<file path="config.mk">
export PLATFORM = sky130hd
export DESIGN_NAME = date_day_month
export DESIGN_NICKNAME = d
export VERILOG_FILES = /design/src/rtl/clock_pkg.sv /design/src/rtl/date_day_month_dim.sv /design/src/rtl/date_day_month.sv
export SDC_FILE = /design/constraint.sdc
export NUM_CORES = 1
export LEC_CHECK = 0
export ABC_CLOCK_PERIOD_IN_PS = 14900
export BUFFER_PORTS_ARGS = -buffer_cell sky130_fd_sc_hd__buf_2
export CORE_MARGIN = 4
export CORE_UTILIZATION = 58
export CTS_BUF_LIST = sky130_fd_sc_hd__clkbuf_8
export DETAILED_ROUTE_END_ITERATION = 16
export GPL_ROUTABILITY_DRIVEN = 0
export PLACE_DENSITY = 0.8
export SYNTH_ARGS = -nofsm -noshare
export SYNTH_HDL_FRONTEND = slang
export SYNTH_SLANG_ARGS = --single-unit
</file>
<file path="constraint.sdc">
create_clock -name clk_1Hz -period 14.9 [get_ports clk_1Hz]
set_input_delay 2.235 -clock clk_1Hz [delete_from_list [all_inputs] [get_ports clk_1Hz]]
set_output_delay 2.235 -clock clk_1Hz [all_outputs]
set_load 0.05 [all_outputs]
</file>
<file path="src/rtl/clock_pkg.sv">
// Shared constants for the millennium clock: select codes, year range,
// month and weekday names, and the Gregorian leap-year rule.
package clock_pkg;

  localparam logic [2:0] SEL_DAY   = 3'b011;
  localparam logic [2:0] SEL_MONTH = 3'b100;
  localparam logic [2:0] SEL_YEAR  = 3'b101;

  localparam int YEAR_MIN = 2001;
  localparam int YEAR_MAX = 3000;

  typedef enum logic [3:0] {
    MON_JAN = 4'd1,  MON_FEB = 4'd2,  MON_MAR = 4'd3,  MON_APR = 4'd4,
    MON_MAY = 4'd5,  MON_JUN = 4'd6,  MON_JUL = 4'd7,  MON_AUG = 4'd8,
    MON_SEP = 4'd9,  MON_OCT = 4'd10, MON_NOV = 4'd11, MON_DEC = 4'd12
  } month_e;

  typedef enum logic [2:0] {
    WD_SUN = 3'd0, WD_MON = 3'd1, WD_TUE = 3'd2, WD_WED = 3'd3,
    WD_THU = 3'd4, WD_FRI = 3'd5, WD_SAT = 3'd6
  } weekday_e;

  // What the date register does on a given edge, in priority order below reset.
  typedef enum logic [2:0] {
    ACT_HOLD      = 3'd0,
    ACT_ADJ_DAY   = 3'd1,
    ACT_ADJ_MONTH = 3'd2,
    ACT_COUNT     = 3'd3,
    ACT_CLAMP     = 3'd4
  } date_action_e;

  function automatic logic is_leap(input logic [11:0] year);
    int y;
    y = int'(year);
    return ((y % 4) == 0) && (((y % 100) != 0) || ((y % 400) == 0));
  endfunction

endpackage

</file>
<file path="src/rtl/date_day_month_dim.sv">
// days_in_month: combinational month length, including Gregorian February.
module days_in_month
  import clock_pkg::*;
(
  input  logic [3:0]  month_bin,
  input  logic [11:0] year_bin,
  output logic [4:0]  dim
);

  // NOTE: every output of a combinational block gets a default first so no
  // path through the case leaves it unassigned (which would infer a latch).
  always_comb begin
    dim = 5'd31;
    case (month_bin)
      MON_APR, MON_JUN, MON_SEP, MON_NOV: dim = 5'd30;
      MON_FEB: dim = is_leap(year_bin) ? 5'd29 : 5'd28;
      default: dim = 5'd31;
    endcase
  end

endmodule

</file>
<file path="src/rtl/date_day_month.sv">
// Day-of-month / month counter feeding the year counter.
// Optional weekday output enabled by defining DATE_WEEKDAY_EN.
module date_day_month
  import clock_pkg::*;
#(
  parameter logic [2:0] SELECT_DAY   = SEL_DAY,
  parameter logic [2:0] SELECT_MONTH = SEL_MONTH
) (
  input  logic        clk_1Hz,
  input  logic        rst,
  input  logic        en_1,
  input  logic        up,
  input  logic        down,
  input  logic [2:0]  select_item,
  input  logic        carry_in,
  input  logic [11:0] year_bin,
  output logic [4:0]  day_bin,
  output logic [3:0]  month_bin,
`ifdef DATE_WEEKDAY_EN
  output logic [2:0]  weekday,
`endif
  output logic        carry_out
);

  logic [4:0]   dim_cur;
  logic [4:0]   dim_adj;
  logic [3:0]   month_adj;
  logic [4:0]   day_nxt;
  logic [3:0]   month_nxt;
  logic         sel_day;
  logic         sel_month;
  logic         step_up;
  logic         step_dn;
  logic         count_event;
  date_action_e action;

  days_in_month u_dim_cur (
    .month_bin (month_bin),
    .year_bin  (year_bin),
    .dim       (dim_cur)
  );

  // Length of the month we would land on after a month adjust, for the clamp.
  days_in_month u_dim_adj (
    .month_bin (month_adj),
    .year_bin  (year_bin),
    .dim       (dim_adj)
  );

  assign sel_day     = (select_item == SELECT_DAY);
  assign sel_month   = (select_item == SELECT_MONTH);
  assign step_up     = up;
  assign step_dn     = down & ~up;
  assign count_event = en_1 & carry_in & ~sel_day & ~sel_month;
  assign carry_out   = count_event && (day_bin == dim_cur) && (month_bin == MON_DEC);

  always_comb begin
    month_adj = month_bin;
    if (step_up)
      month_adj = (month_bin == MON_DEC) ? MON_JAN : month_bin + 4'd1;
    else if (step_dn)
      month_adj = (month_bin == MON_JAN) ? MON_DEC : month_bin - 4'd1;
  end

  always_comb begin
    action = ACT_HOLD;
    if (sel_day && (step_up || step_dn))
      action = ACT_ADJ_DAY;
    else if (sel_month && (step_up || step_dn))
      action = ACT_ADJ_MONTH;
    else if (count_event)
      action = ACT_COUNT;
    else if (day_bin > dim_cur)
      action = ACT_CLAMP;
  end

  always_comb begin
    day_nxt   = day_bin;
    month_nxt = month_bin;
    case (action)
      ACT_ADJ_DAY: begin
        if (step_up)
          day_nxt = (day_bin == dim_cur) ? 5'd1 : day_bin + 5'd1;
        else
          day_nxt = (day_bin == 5'd1) ? dim_cur : day_bin - 5'd1;
      end
      ACT_ADJ_MONTH: begin
        month_nxt = month_adj;
        day_nxt   = (day_bin > dim_adj) ? dim_adj : day_bin;
      end
      ACT_COUNT: begin
        // A day past the month end (left by a year change) also rolls over.
        if (day_bin < dim_cur) begin
          day_nxt = day_bin + 5'd1;
        end else begin
          day_nxt   = 5'd1;
          month_nxt = (month_bin == MON_DEC) ? MON_JAN : month_bin + 4'd1;
        end
      end
      ACT_CLAMP: day_nxt = dim_cur;
      default: begin
        day_nxt   = day_bin;
        month_nxt = month_bin;
      end
    endcase
  end

  // NOTE: state registers use non-blocking assignments so every flop samples
  // the pre-edge values, independent of statement order.
  always_ff @(posedge clk_1Hz) begin
    if (rst) begin
      day_bin   <= 5'd1;
      month_bin <= MON_JAN;
    end else begin
      day_bin   <= day_nxt;
      month_bin <= month_nxt;
    end
  end

`ifdef DATE_WEEKDAY_EN
  always_ff @(posedge clk_1Hz) begin
    if (rst)
      weekday <= WD_MON;
    else if (count_event)
      weekday <= (weekday == WD_SAT) ? WD_SUN : weekday + 3'd1;
  end
`endif

endmodule
</file>
==> results of run 1 <==
[cells in the mapped netlist, types with 3 or more instances]
cell	instances
nand2_1	27
dfxtp_1	9
or2_2	7
xnor2_1	5
o21a_1	5
a311oi_1	5
inv_1	13
clkbuf_1	10
a21oi_1	35
o31ai_1	6
nor3_1	15
a211o_1	4
or3_1	6
buf_2	3
nand2b_1	7
o211ai_1	3
a211oi_1	6
xor2_1	6
a21o_1	4
o22ai_1	5
nor2_1	41
o21ai_0	17
and3_1	4
nand3_1	9
a21oi_2	3
nor2b_1	4
ha_1	12
[state kept, by name, indices dropped and copies added, names as in the netlist]
name,cells
day_bin,5
month_bin,4
[area by class of cell]
class	instances	area (µm²)	area share
clock buffer	3	41.3	0.0172
clock inverter	1	3.75	0.00156
inverter	14	52.6	0.0219
multi-input combinational	288	1910	0.797
sequential	9	180	0.0751
tap	48	60.1	0.0250
timing repair buffer	30	150	0.0626
[kinds of logic after synthesis]
family,synth area share
AO/OA/AOI/OAI,0.396
adder cells (fa/ha/maj),0.0719
flip-flops,0.0809
multiplexers,0.00955
AND/OR/NAND/NOR,0.324
XOR/XNOR,0.0579
buffers and inverters,0.0607
[worst max-delay path: stages]
cell and delay (ps):
buf_2 160, o31ai_1 410, inv_1 80, ha_1 300, o21a_1 250, o41a_1 400, o311ai_1 380, o22ai_4 190
o311a_1 320, a21oi_1 400, a21oi_2 200, and3_1 240, a2111oi_0 420, and2_0 180, and3_1 140, and4_1 190
a211o_1 130, a21oi_1 70, ha_1 280, nand3_1 150, nor3_1 160, buf_2 290
[power groups by stage]
stage | clock network (W) | logic (W) | registers (W)
2_1_floorplan | 0 | 0.0000954 | 0.0000372
3_3_place_gp | 0 | 0.000122 | 0.0000316
3_5_place_dp | 0 | 0.000124 | 0.0000317
4_1_cts | 0.0000291 | 0.000125 | 0.0000314
5_1_grt | 0.0000305 | 0.000140 | 0.0000320
6_report | 0.0000285 | 0.000127 | 0.0000314
[through the flow]
step | instances | total power, W
detailed placement | 389 | 0.000156
global placement | 389 | 0.000154
floorplan | 327 | 0.000133
finish | 393 | 0.000187
global route | 393 | 0.000203
CTS | 393 | 0.000185
[worst paths after layout]
kind                                  start  depth (start not counted)  slack, ps                       to
setup reg to reg  month_bin[0]$_SDFFE_PP1P_                         19      10810  day_bin[0]$_SDFFE_PP1P_
hold reg to reg     day_bin[4]$_SDFFE_PP0P_                          2        580  day_bin[4]$_SDFFE_PP0P_
hold / removal      day_bin[4]$_SDFFE_PP0P_                          2        580  day_bin[4]$_SDFFE_PP0P_
setup / recovery                year_bin[9]                         22       5060                carry_out
[cell usage in the layout, fill, tap and decap left out, types with 2 or more instances in the layout]
cell type  netlist  routed
nor2_1          41      41
a21oi_1         35      35
buf_2            3      30
nand2_1         27      27
o21ai_0         17      17
nor3_1          15      15
inv_1           13      14
ha_1            12      12
nand3_1          9       9
dfxtp_1          9       9
or2_2            7       7
nand2b_1         7       7
o31ai_1          6       6
or3_1            6       6
a211oi_1         6       6
xor2_1           6       6
o21a_1           5       5
xnor2_1          5       5
a311oi_1         5       5
o22ai_1          5       5
a21o_1           4       4
nor2b_1          4       4
a211o_1          4       4
and3_1           4       4
a21oi_2          3       3
o211ai_1         3       3
clkbuf_8         0       3
nor3_2           2       2
a21boi_2         2       2
or2_1            2       2
a21boi_0         2       2
o21bai_1         2       2
xnor2_2          2       2
nor3b_1          2       2
o32ai_1          2       2
a32oi_1          2       2
o221ai_1         2       2
[routing by layer]
layer	global-route usage	routed length, µm
met4	0.0638	107
met5	0	0
met2	0.399	2570
met3	0.0273	356
met1	0.310	2670
==> results.txt, run 1 <==
Status: complete, no violations
Nets@finish: 379
Req. time, crit path: 12660 ps
Initial core utilization: 0.604
Measured slew at the worst slew-check pin: 991 ps
Final wirelength: 5700 µm
Net Sw Frac: 0.492
Initial DRC count: 166
Number of setup buffers added after CTS: 0
Via count: 2495
Largest net degree at the start of global routing: 19
Final ANT Viol Nets: 0
Post-synth cell types: 72
Setup ws final: 5060 ps
Post_cts resized: 0
RSZ-0062 raised after global routing: false
Max-slew violations: 0
#FFs+latches synth: 9
VDD IR max: 0.0346 mV
Number of port buffers: 30
Wire length of the first global-routing pass: 10000 µm
Cells after Synth: 327
Post-Route Utilization: 0.651
Yosys warnings: 0
Initial antenna violation count: 0
Fin Hold WS: 582 ps
Sequential fraction of the synthesis area: 0.0809
Syn-to-layout area delta: 7.75%
CTS buffer count: 3
Place WS: 5200 ps
P_int: 0.0000947 W
Area after DPL: 2350 µm²
Drt wl/cell: 14.5 µm
CTS tree: yes
CTS H-Tree Depth: 1
Startpoint types: input port
Power density over the cells: 77.7 nW/µm²
Final period util: 0.660
Post-synth EDFFs: 0
Largest cells by area after synthesis: dfxtp_1 (8.1%), a21oi_1 (7.9%), nor2_1 (6.9%), ha_1 (6.7%), nand2_1 (4.6%)
Arr. time, crit path: 7600 ps
GRT Total Usage: 0.234
TritonRoute pass-1 iters: 5
Vias in the first global route: 2270
Hold buffer count at cts: 0
Net Switching: 0.0000919 W
Max Buffers Root-to-Sink: 2
DP HPWL: 4340 µm
TNS Setup: 0 ps
Max-slew headroom: 0.330
GR Overflow Total: 0
Via-to-Cell Ratio: 6.35
Top Ports: 31
FFs w/ async S/R, synth: 0
Flop pwr share: 0.168
Clock share of power: 0.153
Fmax: 0.102 GHz
Ant diodes: 0
Largest area contributor in the netlist: dfxtp_1
Root Driver: clkbuf_8
Final setup violation count: 0
Proportion of layout cells with a drive suffix above 1: 0.180
Max cap viols: 0
Crit-path max FO: 9
Hold crit path type: flop to flop
Placeable Area: 3690 µm²
Share of the synthesized area in the top cell type: 0.0809
Detailed-route DRC error count: 0
Crit path capture type: primary output
Die Wd: 70.0 µm
Fin. Hold Viols: 0
Clock Latency Late Sink: 240 ps
Syn Nets: 360
Die ar.: 4900 µm²
Final Critical Period: 9840 ps
Fill cells: 359
Clock Sinks: 9
Row cnt: 22
Syn Area/Cell: 6.81 µm²
Die Height: 70.0 µm
Worst setup path category: input port to primary output
Combinational Power Share: 0.679
Clock transition at the registers of the reported paths: 40 ps
Synthesized area: 2230 µm²
Finished Cell Area: 2400 µm²
Worst Skew: 5.86 ps
P_leak: 0.972 nW
Main synth FF type: dfxtp_1
Note: power is estimated with default switching activity, not from simulation.
==> inputs of run 2 (changes only) <==
--- a/config.mk
+++ b/config.mk
@@ -5,10 +5,10 @@
 export SDC_FILE = /design/constraint.sdc
 export NUM_CORES = 1
 export LEC_CHECK = 0
-export ABC_CLOCK_PERIOD_IN_PS = 14900
+export ABC_CLOCK_PERIOD_IN_PS = 8870
 export BUFFER_PORTS_ARGS = -buffer_cell sky130_fd_sc_hd__buf_2
 export CORE_MARGIN = 4
-export CORE_UTILIZATION = 58
+export CORE_UTILIZATION = 55
 export CTS_BUF_LIST = sky130_fd_sc_hd__clkbuf_8
 export DETAILED_ROUTE_END_ITERATION = 16
 export GPL_ROUTABILITY_DRIVEN = 0
==> constraint.sdc (replaced) <==
create_clock -name clk_1Hz -period 8.87 [get_ports clk_1Hz]
set_input_delay 1.3305 -clock clk_1Hz [delete_from_list [all_inputs] [get_ports clk_1Hz]]
set_output_delay 1.3305 -clock clk_1Hz [all_outputs]
set_load 0.05 [all_outputs]
==> results.txt, run 2 (synthesis results as in run 1) <==
Final setup violation count: 0 (unchanged)
Die Wd: 71.6 µm (+2.4%)
Clock share of power: 0.153 (about the same)
Commonest non-fill, non-tap cell in the layout: nor2_1
Largest net degree at the start of global routing: 19 (unchanged)
Max-slew violations: 0 (unchanged)
Clock Latency Late Sink: 240 ps (about the same)
Top Ports: 31 (unchanged)
Nets@finish: 379 (unchanged)
Proportion of layout cells with a drive suffix above 1: 0.180 (unchanged)
Max Buffers Root-to-Sink: 2 (unchanged)
Clock Sinks: 9 (unchanged)
Via-to-Cell Ratio: 6.31 (-0.68%)
Met3 Usage GRT: 0.0393 (+0.0119)
Final Critical Period: 7930 ps
Fill cells: 377 (+5.0%)
RSZ-0062 raised after global routing: false
Ant diodes: 0 (unchanged)
Global Route met1 Usage: 0.347 (+0.0378)
Row cnt: 22 (unchanged)
Fin. Hold Viols: 0 (unchanged)
Via count: 2478 (-0.68%)
Number of port buffers: 30 (unchanged)
Detailed-route DRC error count: 0 (unchanged)
P_leak: 0.972 nW (unchanged)
Post-Route Utilization: 0.632 (-0.0189)
Combinational Power Share: 0.678 (about the same)
Crit path capture type: primary output
GRT Total Usage: 0.233 (-0.00148)
Initial DRC count: 209 (+26%)
Clock transition at the registers of the reported paths: 50 ps (about the same)
Max cap viols: 0 (unchanged)
Vias in the first global route: 2148 (-5.4%)
Hold crit path type: flop to flop
Power density over the cells: 131 nW/µm² (+68%)
P_int: 0.000159 W (+68%)
Wire length of the first global-routing pass: 10100 µm (+0.96%)
Top Registers: day_bin (5), month_bin (4)
Syn-to-layout area delta: 7.75% (unchanged)
Flop pwr share: 0.168 (about the same)
Max-slew headroom: 0.305 (-0.0249)
Measured slew at the worst slew-check pin: 1030 ps (+36.8 ps)
Arr. time, crit path: 6600 ps (-1000 ps)
Die Height: 71.6 µm (+2.4%)
Met2 usage: 0.358 (-0.0406)
Fmax: 0.126 GHz
CTS tree: yes
Most Used Layer, Global Route: met2
VDD IR max: 0.0722 mV (+110%)
Number of setup buffers added after CTS: 0 (unchanged)
TritonRoute pass-1 iters: 5 (unchanged)
TNS Setup: 0 ps (unchanged)
Die ar.: 5130 µm² (+4.8%)
Crit-path max FO: 9 (unchanged)
Hold buffer count at cts: 0 (unchanged)
Post_cts resized: 0 (unchanged)
Status: complete, no violations
Req. time, crit path: 7540 ps (-5120 ps)
Net Sw Frac: 0.493 (+0.000772)
Placeable Area: 3800 µm² (+3.0%)
DP HPWL: 4540 µm (+4.7%)
Final wirelength: 5850 µm (+2.6%)
Number of flip-flops in the largest register: 5 (unchanged)
Worst Skew: 5.49 ps (-0.365 ps)
Largest Register: day_bin
Net Switching: 0.000155 W (+68%)
CTS H-Tree Depth: 1 (unchanged)
Final period util: 0.894
Startpoint types: input port
Worst setup path category: input port to primary output
Initial core utilization: 0.586 (-0.0175)
GR Overflow Total: 0 (unchanged)
Final ANT Viol Nets: 0 (unchanged)
Drt wl/cell: 14.9 µm (+2.6%)
Root Driver: clkbuf_8
CTS buffer count: 3 (unchanged)
Most frequent cells in the layout: nor2_1 (41), a21oi_1 (35), buf_2 (30)
Initial antenna violation count: 0 (unchanged)
run 2: cell counts in the layout (fill, tap and decap cells not counted):
No cell type changed its count.
run 2: worst paths after layout:
check / start / to / slack (ps) / cells after the start
setup reg to reg: month_bin[0]$_SDFFE_PP1P_ / day_bin[0]$_SDFFE_PP1P_ / 4720 / 19
hold / removal: month_bin[3]$_SDFFE_PP0P_ / month_bin[3]$_SDFFE_PP0P_ / 590 / 2
setup / recovery: year_bin[9] / carry_out / 940 / 22
hold reg to reg: month_bin[3]$_SDFFE_PP0P_ / month_bin[3]$_SDFFE_PP0P_ / 590 / 2
run 2: final cells by class:
class                   count  area (µm²)  share of cell area
clock buffers               3        41.3              0.0172
well taps                  48        60.1              0.0250
flip-flops and latches      9         180              0.0751
multi-input cells         288        1910               0.797
clock inverters             1        3.75             0.00156
inverters                  14        52.6              0.0219
repair buffers             30         150              0.0626
run 2: worst max-delay path, cell delays in order:
cell and delay (ps):
buf_2 160, o31ai_1 410, inv_1 90, ha_1 250, or3_1 510, a311oi_1 330, o311ai_1 200, o22ai_4 360
o311a_1 210, a21oi_1 100, or2_2 380, a221oi_4 320, a21boi_2 120, a211o_1 290, a21o_1 200, and4_1 180
a211o_1 290, a21oi_1 140, ha_1 140, nand3_1 160, nor3_1 160, buf_2 290
run 2: power by group through the flow:
stage	Sequential (W)	Combinational, W	Clock (W)
after floorplan	0.0000625	0.000160	0
after global placement	0.0000535	0.000205	0
after detailed placement	0.0000534	0.000209	0
after CTS	0.0000526	0.000210	0.0000485
after global routing	0.0000538	0.000236	0.0000514
final	0.0000528	0.000213	0.0000482
run 2: metrics by stage:
stage	total power, W	setup slack (ps)	instances	hold WS, ps	instance area (µm²)
after floorplan	0.000223	843	327	760	2230
after global placement	0.000259	1140	389	568	2350
after detailed placement	0.000263	990	389	569	2350
after CTS	0.000311	964	393	576	2400
after global routing	0.000342	427	393	642	2400
final	0.000314	937	393	586	2400
run 2: per-layer routing:
metal | vias up | wire, µm
met4 | 0 | 10
met5 | - | 0
met2 | 99 | 2650
met3 | 2 | 404
met1 | 1119 | 2790
li1 | 1258 | -
==> inputs of run 3 (changes only) <==
--- a/config.mk
+++ b/config.mk
@@ -8,11 +8,9 @@
 export ABC_CLOCK_PERIOD_IN_PS = 8870
 export BUFFER_PORTS_ARGS = -buffer_cell sky130_fd_sc_hd__buf_2
 export CORE_MARGIN = 4
-export CORE_UTILIZATION = 55
-export CTS_BUF_LIST = sky130_fd_sc_hd__clkbuf_8
+export CORE_UTILIZATION = 53
 export DETAILED_ROUTE_END_ITERATION = 16
-export GPL_ROUTABILITY_DRIVEN = 0
-export PLACE_DENSITY = 0.8
+export PLACE_DENSITY = 0.77
 export SYNTH_ARGS = -nofsm -noshare
 export SYNTH_HDL_FRONTEND = slang
 export SYNTH_SLANG_ARGS = --single-unit
==> results.txt, run 3 (synthesis results as in run 1) <==
Final setup violation count: 0 (unchanged)
Placeable Area: 4030 µm² (+6.1%)
Sequential cell area: 180 µm² (unchanged)
Place WS: 999 ps (+8.77 ps)
Largest Register: day_bin
Initial core utilization: 0.553 (-0.0335)
Most frequent cells in the layout: nor2_1 (41), a21oi_1 (35), buf_2 (30)
Max Buffers Root-to-Sink: 2 (unchanged)
Clock share of power: 0.157 (+0.004)
Fill cells: 389 (+3.2%)
Multi-input logic area: 1910 µm² (unchanged)
Worst Setup SP: year_bin[8]
Power density over the cells: 130 nW/µm² (-0.26%)
Max-slew headroom: 0.265 (-0.0409)
Post-Route Utilization: 0.597 (-0.0352)
Initial DRC count: 237 (+13%)
VDD IR max: 0.0662 mV (-8.4%)
Crit-path max FO: 11 (+2)
Final ANT Viol Nets: 0 (unchanged)
Startpoint types: input port
CTS buffer count: 3 (unchanged)
Top Registers: day_bin (5), month_bin (4)
Combinational Power Share: 0.674 (-0.004)
DP HPWL: 4330 µm (-4.5%)
Fin. Hold Viols: 0 (unchanged)
Via-to-Cell Ratio: 6.27 (-0.51%)
Worst setup path category: input port to primary output
Via count: 2478 (unchanged)
Measured slew at the worst slew-check pin: 1090 ps (+60.4 ps)
Syn-to-layout area delta: 7.92%
Wire length of the first global-routing pass: 9900 µm (-1.9%)
Proportion of layout cells with a drive suffix above 1: 0.183 (+0.00290)
Most Used Layer, Global Route: met2
Final period util: 0.895 (about the same)
Die ar.: 5300 µm² (+3.4%)
Post_cts resized: 0 (unchanged)
Number of setup buffers added after CTS: 0 (unchanged)
Clock transition at the registers of the reported paths: 50 ps (about the same)
CTS H-Tree Depth: 1 (unchanged)
Status: complete, no violations
Req. time, crit path: 7540 ps (about the same)
Number of port buffers: 30 (unchanged)
Clock Sinks: 9 (unchanged)
Final Critical Period: 7940 ps (+4.89 ps)
Largest net degree at the start of global routing: 19 (unchanged)
Die Height: 72.8 µm (+1.7%)
P_int: 0.000160 W (+0.45%)
GR Overflow Total: 0 (unchanged)
Final wirelength: 5580 µm (-4.6%)
Met2 usage: 0.344 (-0.0145)
GRT Total Usage: 0.223 (-0.00988)
Number of flip-flops in the largest register: 5 (unchanged)
FF-to-FF Start: month_bin[0]$_SDFFE_PP1P_
Initial antenna violation count: 0 (unchanged)
Crit path capture type: primary output
RSZ-0062 raised after global routing: false
Hold buffer count at cts: 0 (unchanged)
Max cap viols: 0 (unchanged)
Fmax: 0.126 GHz (about the same)
Arr. time, crit path: 6610 ps (about the same)
Vias in the first global route: 2176 (+1.3%)
Global Route met1 Usage: 0.327 (-0.0204)
Hold crit path type: flop to flop
Drt wl/cell: 14.1 µm (-5.1%)
Row cnt: 23 (+4.5%)
P_leak: 0.970 nW (-0.15%)
Clock Latency Late Sink: 240 ps (about the same)
Net Sw Frac: 0.490 (-0.00280)
Top Ports: 31 (unchanged)
Net Switching: 0.000154 W (-0.67%)
Commonest non-fill, non-tap cell in the layout: nor2_1
Worst Skew: 3.65 ps (-1.85 ps)
Flop pwr share: 0.169 (about the same)
Root Driver: clkbuf_8
TritonRoute pass-1 iters: 4 (-1)
Ant diodes: 0 (unchanged)
Met3 Usage GRT: 0.0331 (-0.00621)
Die Wd: 72.8 µm (+1.7%)
Setup ws final: 932 ps (-4.89 ps)
TNS Setup: 0 ps (unchanged)
Hold wc startpoint: day_bin[4]$_SDFFE_PP0P_
Nets@finish: 379 (unchanged)
CTS tree: yes
Detailed-route DRC error count: 0 (unchanged)
Placer Congestion: 0.982
Max-slew violations: 0 (unchanged)
run 3: cell count changes in the layout (fill, tap and decap cells not counted):
cell,change
clkinv_2,+1
inv_1,-1
run 3: area by class of cell:
class | count | area share
clock buffers | 3 | 0.0172
repair buffers | 30 | 0.0625
flip-flops and latches | 9 | 0.0750
inverters | 14 | 0.0219
well taps | 50 | 0.0260
clock inverters | 1 | 0.00208
multi-input cells | 288 | 0.795
run 3: critical path, cell delays in order:
cell and delay [ps]:
buf_2 170, o31ai_1 420, inv_1 90, ha_1 240, or3_1 490, a311oi_1 330, o311ai_1 190, o22ai_4 360
o32ai_1 150, xnor2_1 380, a311oi_1 160, a31o_2 280, a21boi_2 180, a211o_1 290, a21o_1 190, and4_1 180
a211o_1 300, a21oi_1 150, ha_1 140, nand3_1 140, nor3_1 160, buf_2 290
run 3: layer usage:
layer,part of all wire,vias up
met5,0,-
met4,0.0082,0
met3,0.066,8
met2,0.44,105
met1,0.49,1109
li1,-,1256
run 3: final timing paths:
path                                                 to  slack, ps  cells after the start
worst max-delay path                          carry_out        930                     22
worst min-delay path            day_bin[4]$_SDFFE_PP0P_        580                      2
worst max register to register  day_bin[0]$_SDFFE_PP1P_       4840                     19
worst min register to register  day_bin[4]$_SDFFE_PP0P_        580                      2
run 3: metrics by stage:
stage	hold WS [ps]	area, µm²	instances	total power (W)
CTS	583	2400	395	0.000312
global route	640	2400	395	0.000344
detailed placement	575	2360	391	0.000261
floorplan	760	2230	327	0.000223
finish	576	2400	395	0.000313
global placement	573	2360	391	0.000258
run 3: power by group through the flow:
stage / Clock (W) / Combinational [W] / Sequential [W]
after floorplan: 0 / 0.000160 / 0.0000625
after global placement: 0 / 0.000204 / 0.0000536
after detailed placement: 0 / 0.000208 / 0.0000536
after CTS: 0.0000498 / 0.000209 / 0.0000528
after global routing: 0.0000536 / 0.000236 / 0.0000540
final: 0.0000492 / 0.000211 / 0.0000531
